$ cat config.mk
export PLATFORM = sky130hd
export DESIGN_NAME = microseq_ctrl
export DESIGN_NICKNAME = d
export VERILOG_FILES = /design/src/rtl/microseq_ctrl.sv
export SDC_FILE = /design/constraint.sdc
export NUM_CORES = 1
export LEC_CHECK = 0
export CORE_MARGIN = 2
export CORE_UTILIZATION = 40
export DETAILED_ROUTE_END_ITERATION = 7
export DONT_BUFFER_PORTS = 1
export PLACE_DENSITY = 0.63
export SYNTH_ARGS = -nofsm -noshare
export SYNTH_HDL_FRONTEND = slang
export SYNTH_SLANG_ARGS = --single-unit
$ cat constraint.sdc
create_clock -name clk -period 4.37 [get_ports clk]
set_clock_uncertainty 0.2 [all_clocks]
set_input_delay 0.6555 -clock clk [delete_from_list [all_inputs] [get_ports clk]]
set_output_delay 0.6555 -clock clk [all_outputs]
set_load 0.005 [all_outputs]
$ cat src/rtl/microseq_ctrl.sv
// Micro-sequencer control: decodes seq_op, condition flags and memory handshake into counter cmd/load_addr.
// Latency: cmd/load_addr/stall are combinational (same cycle); stack, sp, state and fault update on clk rise.
// Backpressure: stall=1 in WAIT (until mem_ready) and in FAULT (until reset); seq_op is ignored while stalled.
//
// Ports:
//   clk, reset (async, active-low)
//   seq_op, cond_sel, seq_target, cond_flags, dispatch_addr, cur_addr, mem_ready  -- inputs
//   cmd (HOLD=0 INC=1 LOAD=2 ZERO=3), load_addr, stall, fault (sticky)          -- outputs
module microseq_ctrl #(
    parameter int AW          = 11,
    parameter int STACK_DEPTH = 4,
    parameter int NCOND       = 16
) (
    input  logic                     clk,
    input  logic                     reset,
    input  logic [2:0]               seq_op,
    input  logic [$clog2(NCOND)-1:0] cond_sel,
    input  logic [AW-1:0]            seq_target,
    input  logic [NCOND-1:0]         cond_flags,
    input  logic [AW-1:0]            dispatch_addr,
    input  logic [AW-1:0]            cur_addr,
    input  logic                     mem_ready,
    output logic [1:0]               cmd,
    output logic [AW-1:0]            load_addr,
    output logic                     stall,
    output logic                     fault
);

    localparam logic [1:0] CMD_HOLD = 2'd0;
    localparam logic [1:0] CMD_INC  = 2'd1;
    localparam logic [1:0] CMD_LOAD = 2'd2;
    localparam logic [1:0] CMD_ZERO = 2'd3;

    localparam logic [2:0] OP_NEXT     = 3'd0;
    localparam logic [2:0] OP_JUMP     = 3'd1;
    localparam logic [2:0] OP_BR_T     = 3'd2;
    localparam logic [2:0] OP_BR_F     = 3'd3;
    localparam logic [2:0] OP_CALL     = 3'd4;
    localparam logic [2:0] OP_RET      = 3'd5;
    localparam logic [2:0] OP_DISPATCH = 3'd6;
    localparam logic [2:0] OP_WAITMEM  = 3'd7;

    // sp counts 0..STACK_DEPTH, so it needs one more code than the entry index.
    localparam int SPW = $clog2(STACK_DEPTH + 1);
    localparam int IW  = (STACK_DEPTH > 1) ? $clog2(STACK_DEPTH) : 1;
    localparam logic [SPW-1:0] SP_FULL = SPW'(STACK_DEPTH);

    typedef enum logic [1:0] {
        ST_RUN   = 2'd0,
        ST_WAIT  = 2'd1,
        ST_FAULT = 2'd2
    } state_t;

    state_t         state_q, state_d;
    logic [SPW-1:0] sp_q, sp_d;
    logic           fault_q, fault_d;
    logic [AW-1:0]  stack_q [STACK_DEPTH];
    logic [AW-1:0]  stack_d [STACK_DEPTH];

    logic [1:0]     cmd_c;
    logic [AW-1:0]  load_addr_c;
    logic           stall_c;

    logic [AW-1:0]  ret_addr;
    logic [SPW-1:0] sp_m1;
    logic [IW-1:0]  push_idx;
    logic [IW-1:0]  pop_idx;

    // Return address wraps silently at 2^AW-1.
    assign ret_addr = cur_addr + AW'(1);
    assign sp_m1    = sp_q - SPW'(1);
    assign push_idx = sp_q[IW-1:0];
    assign pop_idx  = sp_m1[IW-1:0];

    always_comb begin
        state_d     = state_q;
        sp_d        = sp_q;
        fault_d     = fault_q;
        stack_d     = stack_q;
        cmd_c       = CMD_HOLD;
        load_addr_c = '0;
        stall_c     = 1'b0;

        case (state_q)
            ST_RUN: begin
                case (seq_op)
                    OP_NEXT: cmd_c = CMD_INC;
                    OP_JUMP: begin
                        cmd_c       = CMD_LOAD;
                        load_addr_c = seq_target;
                    end
                    OP_BR_T, OP_BR_F: begin
                        // BR_T takes the branch on a set flag, BR_F on a clear one.
                        if (cond_flags[cond_sel] == (seq_op == OP_BR_T)) begin
                            cmd_c       = CMD_LOAD;
                            load_addr_c = seq_target;
                        end else begin
                            cmd_c = CMD_INC;
                        end
                    end
                    OP_CALL: begin
                        if (sp_q != SP_FULL) begin
                            stack_d[push_idx] = ret_addr;
                            sp_d              = sp_q + SPW'(1);
                            cmd_c             = CMD_LOAD;
                            load_addr_c       = seq_target;
                        end else begin
                            fault_d = 1'b1;
                            state_d = ST_FAULT;
                        end
                    end
                    OP_RET: begin
                        if (sp_q != '0) begin
                            sp_d        = sp_m1;
                            cmd_c       = CMD_LOAD;
                            load_addr_c = stack_q[pop_idx];
                        end else begin
                            fault_d = 1'b1;
                            state_d = ST_FAULT;
                        end
                    end
                    OP_DISPATCH: begin
                        cmd_c       = CMD_LOAD;
                        load_addr_c = dispatch_addr;
                    end
                    OP_WAITMEM: begin
                        // A ready memory on entry costs no wait state.
                        if (mem_ready) begin
                            cmd_c = CMD_INC;
                        end else begin
                            stall_c = 1'b1;
                            state_d = ST_WAIT;
                        end
                    end
                    default: cmd_c = CMD_HOLD;
                endcase
            end
            ST_WAIT: begin
                if (mem_ready) begin
                    cmd_c   = CMD_INC;
                    state_d = ST_RUN;
                end else begin
                    stall_c = 1'b1;
                end
            end
            ST_FAULT: begin
                stall_c = 1'b1;
            end
            default: begin
                stall_c = 1'b1;
                state_d = ST_FAULT;
            end
        endcase
    end

    always_ff @(posedge clk or negedge reset) begin
        if (!reset) begin
            state_q <= ST_RUN;
            sp_q    <= '0;
            fault_q <= 1'b0;
            for (int i = 0; i < STACK_DEPTH; i++) begin
                stack_q[i] <= '0;
            end
        end else begin
            state_q <= state_d;
            sp_q    <= sp_d;
            fault_q <= fault_d;
            stack_q <= stack_d;
        end
    end

    // Reset forces the counter to zero combinationally so it clears in step with us.
    assign cmd       = reset ? cmd_c       : CMD_ZERO;
    assign load_addr = reset ? load_addr_c : '0;
    assign stall     = reset ? stall_c     : 1'b0;
    assign fault     = fault_q;

endmodule

==> impl_metrics.env, run 1 <==
export IMPL_synth_top_cell_area_share_pct=40.4
export IMPL_p_sw_share_pct=23.8
export IMPL_ys_warn_count=0
export IMPL_cts_setup_buffers=0
export IMPL_wirelength_um=6730
export IMPL_cpPeakStageDelay_ns=0.66
export IMPL_p_seq_share_pct=52.7
export IMPL_synth_cell_types=46
export IMPL_fmax_mhz=304
export IMPL_first_global_vias=2154
export IMPL_end_kind="primary output"
export IMPL_clkLatencyLatePin_ns=0.31
export IMPL_holdCritPathClass="input port to flop"
export IMPL_dpl_hpwl_um=4830
export IMPL_slew_violations=0
export IMPL_p_int_mw=0.668
export IMPL_p_per_area_nw_per_um2=267
export IMPL_timing_hold_ws_ns=0.197
export IMPL_viasPerCell=5.68
export IMPL_drc=0
export IMPL_syn_area_um2=3100
export IMPL_leakage_nw=1.68
export IMPL_cts_buffer_depth=2
export IMPL_design_area_um2=3290
export IMPL_async_flop_share_pct=100
export IMPL_port_buffers=0
export IMPL_worst_pin_slew_ns=0.721
export IMPL_drt_wirelength_per_cell_um=17.9
export IMPL_synth_top_area_cell="dfrtp_1"
export IMPL_first_pass_iters=4
export IMPL_power_frac_comb_pct=8.4
export IMPL_utilization_pct=43.3
export IMPL_cts_resized=0
export IMPL_drv_max_cap_violation_count=0
export IMPL_crit_type="flop to primary output"
export IMPL_final_cell_mix="dfrtp_1, nand2_1, o21ai_1"
export IMPL_start_kind="flop"
export IMPL_place_congestion=0.748
export IMPL_grt_max_degree=51
export IMPL_netlist_instances=276
export IMPL_clkPwrFrac_pct=38.9
export IMPL_grt_usage_pct=16.4
export IMPL_cts_hold_buffers=2
export IMPL_die_area_um2=8470
export IMPL_slowest_stage="ha_1"
export IMPL_worst_path_buf_inv=1
export IMPL_cpLargestDelayFamily="adder cells"
export IMPL_io_pin_count=74
export IMPL_drtIter0Drc=113
export IMPL_relSlewSlack_pct=51.9
export IMPL_synth_edf_count=0
export IMPL_timing_final_crit_share_pct=75.3
export IMPL_cts_sinks=50
export IMPL_synth_nets=341
export IMPL_core_area_um2=7610
export IMPL_drive_gt1_share_pct=13.5
export IMPL_status="finished, final reports clean"
export IMPL_yosys_register_bits=50
export IMPL_final_common_cell="dfrtp_1"
export IMPL_clockRootBuffer="clkbuf_8"
export IMPL_antenna_left=0
export IMPL_row_count=32
export IMPL_nets=339
export IMPL_crit_fanout=12
export IMPL_area_growth_syn_to_layout_pct=6.22
export IMPL_synthFlopType="dfrtp_1"
export IMPL_syn_area_per_cell_um2=11.2
export IMPL_antenna_found_initial=0
export IMPL_gr_total_overflow=0
export IMPL_rsz0062_at_grt="false"
export IMPL_grt_pass1_wl_um=11000
export IMPL_required_ns=3.51
export IMPL_yosys_top_cells_area="dfrtp_1, mux4_2, mux2_1"
export IMPL_htreeDepth=2
export IMPL_cts_tree="done"
export IMPL_cts_buffers_inserted=5
export IMPL_clk_pin_slew_ns=0.10
export IMPL_die_w_um=92.0
export IMPL_dpl_instance_area_um2=3140
export IMPL_crit_arrival_ns=2.44
export IMPL_vias=2143
export IMPL_fin_setup_tns_ns=0
export IMPL_period_needed_ns=3.29
export IMPL_antennaDiodeCount=0
export IMPL_vdd_drop_max_mv=0.191
export IMPL_initial_utilization_pct=40.7
export IMPL_die_height_um=92.0
export IMPL_final_setup_viol_count=0
export IMPL_hold_violations=0
export IMPL_yosysSeqAreaShare_pct=40.4
export IMPL_crit_path_cell_trace="inv_1, ha_1, mux4_2, a22oi_1, nand2_1, o211a_1"
export IMPL_switchingPower_mw=0.209
==> flip-flops by register name, indices dropped and copies added (netlist names) <==
| signal | flops |
|---|---|
| fault | 1 |
| sp_q | 3 |
| state_q | 2 |
| stack_q | 44 |
==> power by group through the flow <==
stage	Clock, mW	Sequential, mW	Combinational, mW
2_1_floorplan	0	0.472	0.0581
3_3_place_gp	0	0.472	0.0598
3_5_place_dp	0	0.472	0.0613
4_1_cts	0.352	0.462	0.0748
5_1_grt	0.371	0.462	0.0823
6_report	0.341	0.462	0.0737
==> stage by stage <==
step / setup slack, ns / std cells / total power, mW
after detailed placement: 1.28 / 367 / 0.533
after floorplan: 1.16 / 276 / 0.530
after global routing: 0.903 / 377 / 0.916
after global placement: 1.33 / 367 / 0.531
final: 1.08 / 377 / 0.877
after CTS: 1.07 / 377 / 0.889
==> synthesized netlist by cell type, types with 2 or more instances <==
| cell type | instances |
|---|---|
| dfrtp_1 | 50 |
| nand3_1 | 4 |
| xnor2_1 | 11 |
| nand2_4 | 4 |
| and3_1 | 4 |
| a22oi_1 | 11 |
| buf_6 | 6 |
| ha_1 | 6 |
| mux2_1 | 19 |
| mux2i_1 | 7 |
| nand2b_1 | 12 |
| nor2_1 | 7 |
| nor3b_1 | 2 |
| xor2_1 | 2 |
| buf_2 | 4 |
| a211oi_1 | 2 |
| o211a_1 | 11 |
| inv_1 | 8 |
| o21ai_1 | 25 |
| nor3_1 | 2 |
| nand2_1 | 41 |
| mux4_1 | 2 |
| o41ai_1 | 2 |
| mux4_2 | 12 |
==> layout make-up <==
cell class              count  area, um^2
repair buffers              5        60.1
inverters                   8        30.0
multi-input cells         204        1710
clock buffers               5        68.8
flip-flops and latches     50        1250
clock inverters             3        47.5
fillers                   711        4320
well taps                 102         128
==> worst reg2reg max path, cell delays in order (launching register included) <==
cell and delay (ns):
dfrtp_1 0.39, inv_1 0.10, ha_1 0.32, a2111oi_4 0.76, nand2_4 0.28, mux2_1 0.38
==> worst paths after layout <==
path,from,slack [ns],cells past startpoint,to
min,mem_ready,0.20,1,state_q[0]
max reg2reg,sp_q[1],1.84,5,stack_q[1]
max in group asynchronous,reset,3.08,2,stack_q[43]
min reg2reg,stack_q[0],0.29,2,stack_q[0]
min in group asynchronous,reset,0.67,2,stack_q[8]
max,sp_q[1],1.08,6,load_addr[1]
==> layer usage <==
metal,up-vias,share of wire (%),routed length (um),GRT usage (%)
met5,-,0,0,0
met4,0,1.5,102,5.72
met3,9,6.5,441,3.37
met2,75,46,3110,27.0
met1,1057,46,3080,21.7
li1,1002,-,-,-
==> cell families (layout without fill, tap and decap cells) <==
kind of cell               after synthesis  in the layout  share of synthesized area [%]
xor gates and xnor gates                13             13                           3.67
adders and majority gates                6              6                           2.42
muxes                                   42             42                           20.5
DFF                                     50             50                           40.4
buffers and inverters                   22             21                           4.56
AOI/OAI and AO/OA                       59             59                           14.4
and+or+nand+nor                         84             84                           14.1
Power figures use the tool's default switching activity.
==> run 2: changes to the inputs <==
--- a/config.mk
+++ b/config.mk
@@ -9,7 +9,7 @@
 export CORE_UTILIZATION = 40
 export DETAILED_ROUTE_END_ITERATION = 7
 export DONT_BUFFER_PORTS = 1
-export PLACE_DENSITY = 0.63
+export PLACE_DENSITY = 0.65
 export SYNTH_ARGS = -nofsm -noshare
 export SYNTH_HDL_FRONTEND = slang
 export SYNTH_SLANG_ARGS = --single-unit
==> constraint.sdc (replaced) <==
create_clock -name clk -period 2.85 [get_ports clk]
set_clock_uncertainty 0.2 [all_clocks]
set_input_delay 0.4275 -clock clk [delete_from_list [all_inputs] [get_ports clk]]
set_output_delay 0.4275 -clock clk [all_outputs]
set_load 0.005 [all_outputs]
==> impl_metrics.env, run 2 (synthesis results as in run 1) <==
export IMPL_place_congestion=0.724
export IMPL_crit_fanout=8
export IMPL_crit_path_cell_trace="inv_1, ha_4, buf_12, mux4_2, a22oi_1, nand2_1, o211a_1"
export IMPL_port_buffers=0
export IMPL_vdd_drop_max_mv=0.174
export IMPL_nets=343
export IMPL_dpl_hpwl_um=5040
export IMPL_power_frac_comb_pct=8.9
export IMPL_min_path_cells=1
export IMPL_grt_max_degree=51
export IMPL_fmax_mhz=366
export IMPL_slowest_stage="dfrtp_1"
export IMPL_cts_tree="done"
export IMPL_clockRootBuffer="clkbuf_8"
export IMPL_first_pass_iters=4
export IMPL_final_common_cell="dfrtp_1"
export IMPL_p_per_area_nw_per_um2=392
export IMPL_p_sw_share_pct=22.8
export IMPL_r2r_cells=5
export IMPL_hold_violations=0
export IMPL_row_count=32
export IMPL_required_ns=2.22
export IMPL_fillers=720
export IMPL_dpl_instance_area_um2=3170
export IMPL_rrSetupSlack_ns=0.46
export IMPL_clkLatencyLatePin_ns=0.30
export IMPL_period_needed_ns=2.73
export IMPL_crit_arrival_ns=2.11
export IMPL_r2r_end="stack_q[43]"
export IMPL_first_global_vias=2211
export IMPL_timing_final_crit_share_pct=96.0
export IMPL_switchingPower_mw=0.301
export IMPL_final_cell_mix="dfrtp_1, nand2_1, o21ai_1"
export IMPL_htreeDepth=2
export IMPL_drv_max_cap_violation_count=0
export IMPL_cpLargestDelayFamily="compound AO/OA/AOI/OAI gates"
export IMPL_core_area_um2=7610
export IMPL_wirelength_um=6900
export IMPL_start_kind="flop"
export IMPL_grt_usage_pct=16.6
export IMPL_gr_total_overflow=0
export IMPL_slew_violations=0
export IMPL_final_setup_viol_count=0
export IMPL_reg_top3="stack_q (44), sp_q (3), state_q (2)"
export IMPL_cpPeakStageDelay_ns=0.39
export IMPL_hp_start="cur_addr[0]"
export IMPL_antenna_left=0
export IMPL_initial_utilization_pct=40.7
export IMPL_cts_buffers_inserted=5
export IMPL_grt_pass1_wl_um=11200
export IMPL_cts_sinks=50
export IMPL_worst_path_buf_inv=2
export IMPL_crit_type="flop to primary output"
export IMPL_viasPerCell=5.74
export IMPL_io_pin_count=74
export IMPL_p_int_mw=1.02
export IMPL_worst_pin_slew_ns=0.691
export IMPL_vias=2183
export IMPL_antenna_found_initial=0
export IMPL_drc=0
export IMPL_area_growth_syn_to_layout_pct=8.68
export IMPL_end_kind="primary output"
export IMPL_drt_wirelength_per_cell_um=18.2
export IMPL_finalPower_mw=1.32
export IMPL_timing_hold_ws_ns=0.0103
export IMPL_utilization_pct=44.3
export IMPL_clkPwrFrac_pct=37.4
export IMPL_antennaDiodeCount=0
export IMPL_die_area_um2=8470
export IMPL_p_seq_share_pct=53.7
export IMPL_drive_gt1_share_pct=15.8
export IMPL_relSlewSlack_pct=53.9
export IMPL_die_height_um=92.0
export IMPL_leakage_nw=1.70
export IMPL_clk_pin_slew_ns=0.09
export IMPL_status="finished, final reports clean"
export IMPL_cts_buffer_depth=2
export IMPL_cts_setup_buffers=0
export IMPL_regMostFlops="stack_q"
export IMPL_rsz0062_at_grt="false"
export IMPL_reg2reg_from="sp_q[1]"
export IMPL_fin_setup_tns_ns=0
export IMPL_holdPathEnd="stack_q[0]"
export IMPL_largest_reg_flops=44
export IMPL_drtIter0Drc=133
export IMPL_die_w_um=92.0
export IMPL_holdCritPathClass="input port to flop"
export IMPL_design_area_um2=3370
run 2: per-stage QoR:
stage | setup WS (ns) | instances
after floorplan | 0.0457 | 276
after global placement | 0.259 | 369
after detailed placement | 0.247 | 369
after CTS | 0.0912 | 380
after global routing | 0.00754 | 380
final | 0.115 | 380
run 2: layout make-up:
cell class | count | area [um^2] | area share (%)
clock inverters | 2 | 38.8 | 1.15
clock buffers | 5 | 68.8 | 2.04
flip-flops and latches | 50 | 1250 | 37.1
well taps | 102 | 128 | 3.79
repair buffers | 9 | 108 | 3.19
inverters | 8 | 30.0 | 0.892
multi-input cells | 204 | 1740 | 51.8
run 2: worst max path at each step:
stage | depth (start not counted) | start | slack [ns] | endpoint
after floorplan | 8 | sp_q[0] | 0.05 | load_addr[2]
after global placement | 5 | cond_sel[0] | 0.26 | load_addr[9]
after detailed placement | 5 | cond_sel[0] | 0.25 | load_addr[8]
after CTS | 7 | sp_q[1] | 0.09 | load_addr[9]
after global routing | 7 | sp_q[1] | 0.008 | load_addr[5]
final | 7 | sp_q[1] | 0.12 | load_addr[5]
run 2: power by group through the flow:
| stage | clock (mW) | combinational [mW] | sequential, mW |
|---|---|---|---|
| 4_1_cts | 0.503 | 0.117 | 0.709 |
| 6_report | 0.494 | 0.117 | 0.709 |
| 3_5_place_dp | 0 | 0.0937 | 0.723 |
| 3_3_place_gp | 0 | 0.0922 | 0.723 |
| 2_1_floorplan | 0 | 0.0891 | 0.723 |
| 5_1_grt | 0.540 | 0.131 | 0.709 |
run 2: what timing repair did:
item,CTS,global route
endpoints found under the hold margin,52,0
hold buffers,4,0
pin swaps,0,0
endpoints found under the setup margin,7,5
gates resized for setup,2,5
run 2: per-layer routing:
layer	global-route usage, %	vias to the layer above	wire (um)
met1	21.2	1094	3020
met5	0	-	0
li1	-	1017	-
met3	4.03	8	456
met2	28.1	64	3330
met4	5.10	0	105
run 2: worst reg2reg max path, stage by stage, from the launching register on:
cell,delay [ns]
dfrtp_1,0.39
inv_1,0.12
ha_4,0.21
a2111oi_4,0.70
nand2_4,0.28
mux2_1,0.37
==> run 3: changes to the inputs <==
--- a/config.mk
+++ b/config.mk
@@ -6,10 +6,10 @@
 export NUM_CORES = 1
 export LEC_CHECK = 0
 export CORE_MARGIN = 2
-export CORE_UTILIZATION = 40
+export CORE_UTILIZATION = 57
 export DETAILED_ROUTE_END_ITERATION = 7
 export DONT_BUFFER_PORTS = 1
-export PLACE_DENSITY = 0.65
+export PLACE_DENSITY = 0.84
 export SYNTH_ARGS = -nofsm -noshare
 export SYNTH_HDL_FRONTEND = slang
 export SYNTH_SLANG_ARGS = --single-unit
==> impl_metrics.env, run 3 (synthesis results as in run 1) <==
export IMPL_status="finished, final reports clean"
export IMPL_leakage_nw=1.70
export IMPL_antenna_found_initial=0
export IMPL_required_ns=2.22
export IMPL_grt_usage_pct=23.8
export IMPL_worst_pin_slew_ns=0.683
export IMPL_antenna_left=0
export IMPL_cts_tree="done"
export IMPL_initial_utilization_pct=59.9
export IMPL_holdCritPathClass="input port to flop"
export IMPL_reg_top3="stack_q (44), sp_q (3), state_q (2)"
export IMPL_drc=0
export IMPL_final_cell_mix="dfrtp_1, nand2_1, o21ai_1"
export IMPL_vias=2171
export IMPL_drtIter0Drc=71
export IMPL_first_pass_iters=7
export IMPL_r2r_end="stack_q[43]"
export IMPL_r2r_cells=5
export IMPL_drt_wirelength_per_cell_um=19.3
export IMPL_dpl_hpwl_um=4820
export IMPL_drv_max_cap_violation_count=0
export IMPL_nets=343
export IMPL_crit_type="flop to primary output"
export IMPL_place_congestion=0.860
export IMPL_fmax_mhz=363
export IMPL_core_area_um2=5170
export IMPL_first_global_vias=2235
export IMPL_crit_arrival_ns=2.13
export IMPL_slew_violations=0
export IMPL_antennaDiodeCount=0
export IMPL_timing_hold_ws_ns=0.0228
export IMPL_finalPower_mw=1.32
export IMPL_min_path_cells=1
export IMPL_gr_total_overflow=0
export IMPL_fin_setup_tns_ns=0
export IMPL_clockRootBuffer="clkbuf_8"
export IMPL_timing_final_crit_share_pct=96.8
export IMPL_regMostFlops="stack_q"
export IMPL_grt_pass1_wl_um=11100
export IMPL_rsz0062_at_grt="false"
export IMPL_clk_pin_slew_ns=0.09
export IMPL_fillers=418
export IMPL_rrSetupSlack_ns=0.48
export IMPL_grt_max_degree=51
export IMPL_viasPerCell=6.22
export IMPL_holdPathEnd="stack_q[22]"
export IMPL_cts_sinks=50
export IMPL_die_w_um=77.7
export IMPL_largest_reg_flops=44
export IMPL_cts_buffers_inserted=5
export IMPL_die_area_um2=6040
export IMPL_port_buffers=0
export IMPL_drive_gt1_share_pct=15.4
export IMPL_crit_fanout=9
export IMPL_die_height_um=77.7
export IMPL_p_per_area_nw_per_um2=397
export IMPL_period_needed_ns=2.76
export IMPL_wirelength_um=6740
export IMPL_io_pin_count=74
export IMPL_end_kind="primary output"
export IMPL_hp_start="cur_addr[0]"
export IMPL_final_setup_viol_count=0
export IMPL_relSlewSlack_pct=54.5
export IMPL_clkLatencyLatePin_ns=0.30
export IMPL_cts_buffer_depth=2
export IMPL_final_common_cell="dfrtp_1"
export IMPL_row_count=26
export IMPL_reg2reg_from="sp_q[1]"
export IMPL_start_kind="flop"
export IMPL_area_growth_syn_to_layout_pct=7.43
export IMPL_vdd_drop_max_mv=0.295
export IMPL_htreeDepth=2
export IMPL_hold_violations=0
run 3: cell count changes in the layout (fill, tap and decap cells not counted), sizes merged:
cell and change:
buf -1, clkbuf +1, clkinv -1, clkinvlp +1, dlygate4sd3 +1
run 3: layout make-up:
cell class | count | area, um^2 | area share, %
Clock buffer | 6 | 72.6 | 2.18
Clock inverter | 2 | 37.5 | 1.13
Inverter | 8 | 30.0 | 0.902
Multi-Input combinational cell | 204 | 1740 | 52.3
Sequential cell | 50 | 1250 | 37.6
Tap cell | 70 | 87.6 | 2.63
Timing Repair Buffer | 9 | 110 | 3.31
run 3: power by group:
part	internal, mW	switching (mW)
clock	0.262	0.235
combinational	0.0517	0.0646
sequential	0.709	0
total	1.02	0.300
run 3: repair_timing:
action | CTS | global route
hold buffers | 4 | 1
hold endpoints to repair | 52 | 1
buffers inserted | 0 | 0
resized for setup | 5 | 2
setup endpoints to repair | 12 | 11
pin swaps | 0 | 0
run 3: worst max-delay path by stage:
stage / from / to / slack [ns] / cells past startpoint
2_1_floorplan: sp_q[0] / load_addr[2] / 0.05 / 8
6_report: sp_q[1] / load_addr[9] / 0.09 / 7
4_1_cts: sp_q[1] / load_addr[3] / 0.09 / 7
3_5_place_dp: sp_q[1] / load_addr[5] / 0.25 / 5
5_1_grt: sp_q[1] / load_addr[9] / 0.007 / 7
3_3_place_gp: cond_sel[0] / load_addr[6] / 0.27 / 5
run 3: worst max-delay path: stages, from the launching register on:
cell and delay [ns]:
dfrtp_1 0.38, inv_1 0.12, ha_4 0.33, buf_12 0.14, mux4_2 0.32, a22oi_1 0.24
nand2_1 0.08, o211a_1 0.22
run 3: layer usage:
metal	share of wire, %	up-vias	global-route usage (%)
met1	44	1070	30.4
met5	0	-	0
met3	6.9	9	5.81
met2	47	84	40.0
li1	-	1008	-
met4	1.3	0	7.32
run 3: stage by stage:
stage	area, um^2	cells	worst slack, ns	utilization (%)
floorplan	3100	276	0.0457	-
global placement	3120	336	0.271	60.3
detailed placement	3120	336	0.250	60.3
CTS	3310	348	0.0854	64.0
global route	3330	349	0.00667	64.4
finish	3330	349	0.0916	64.4
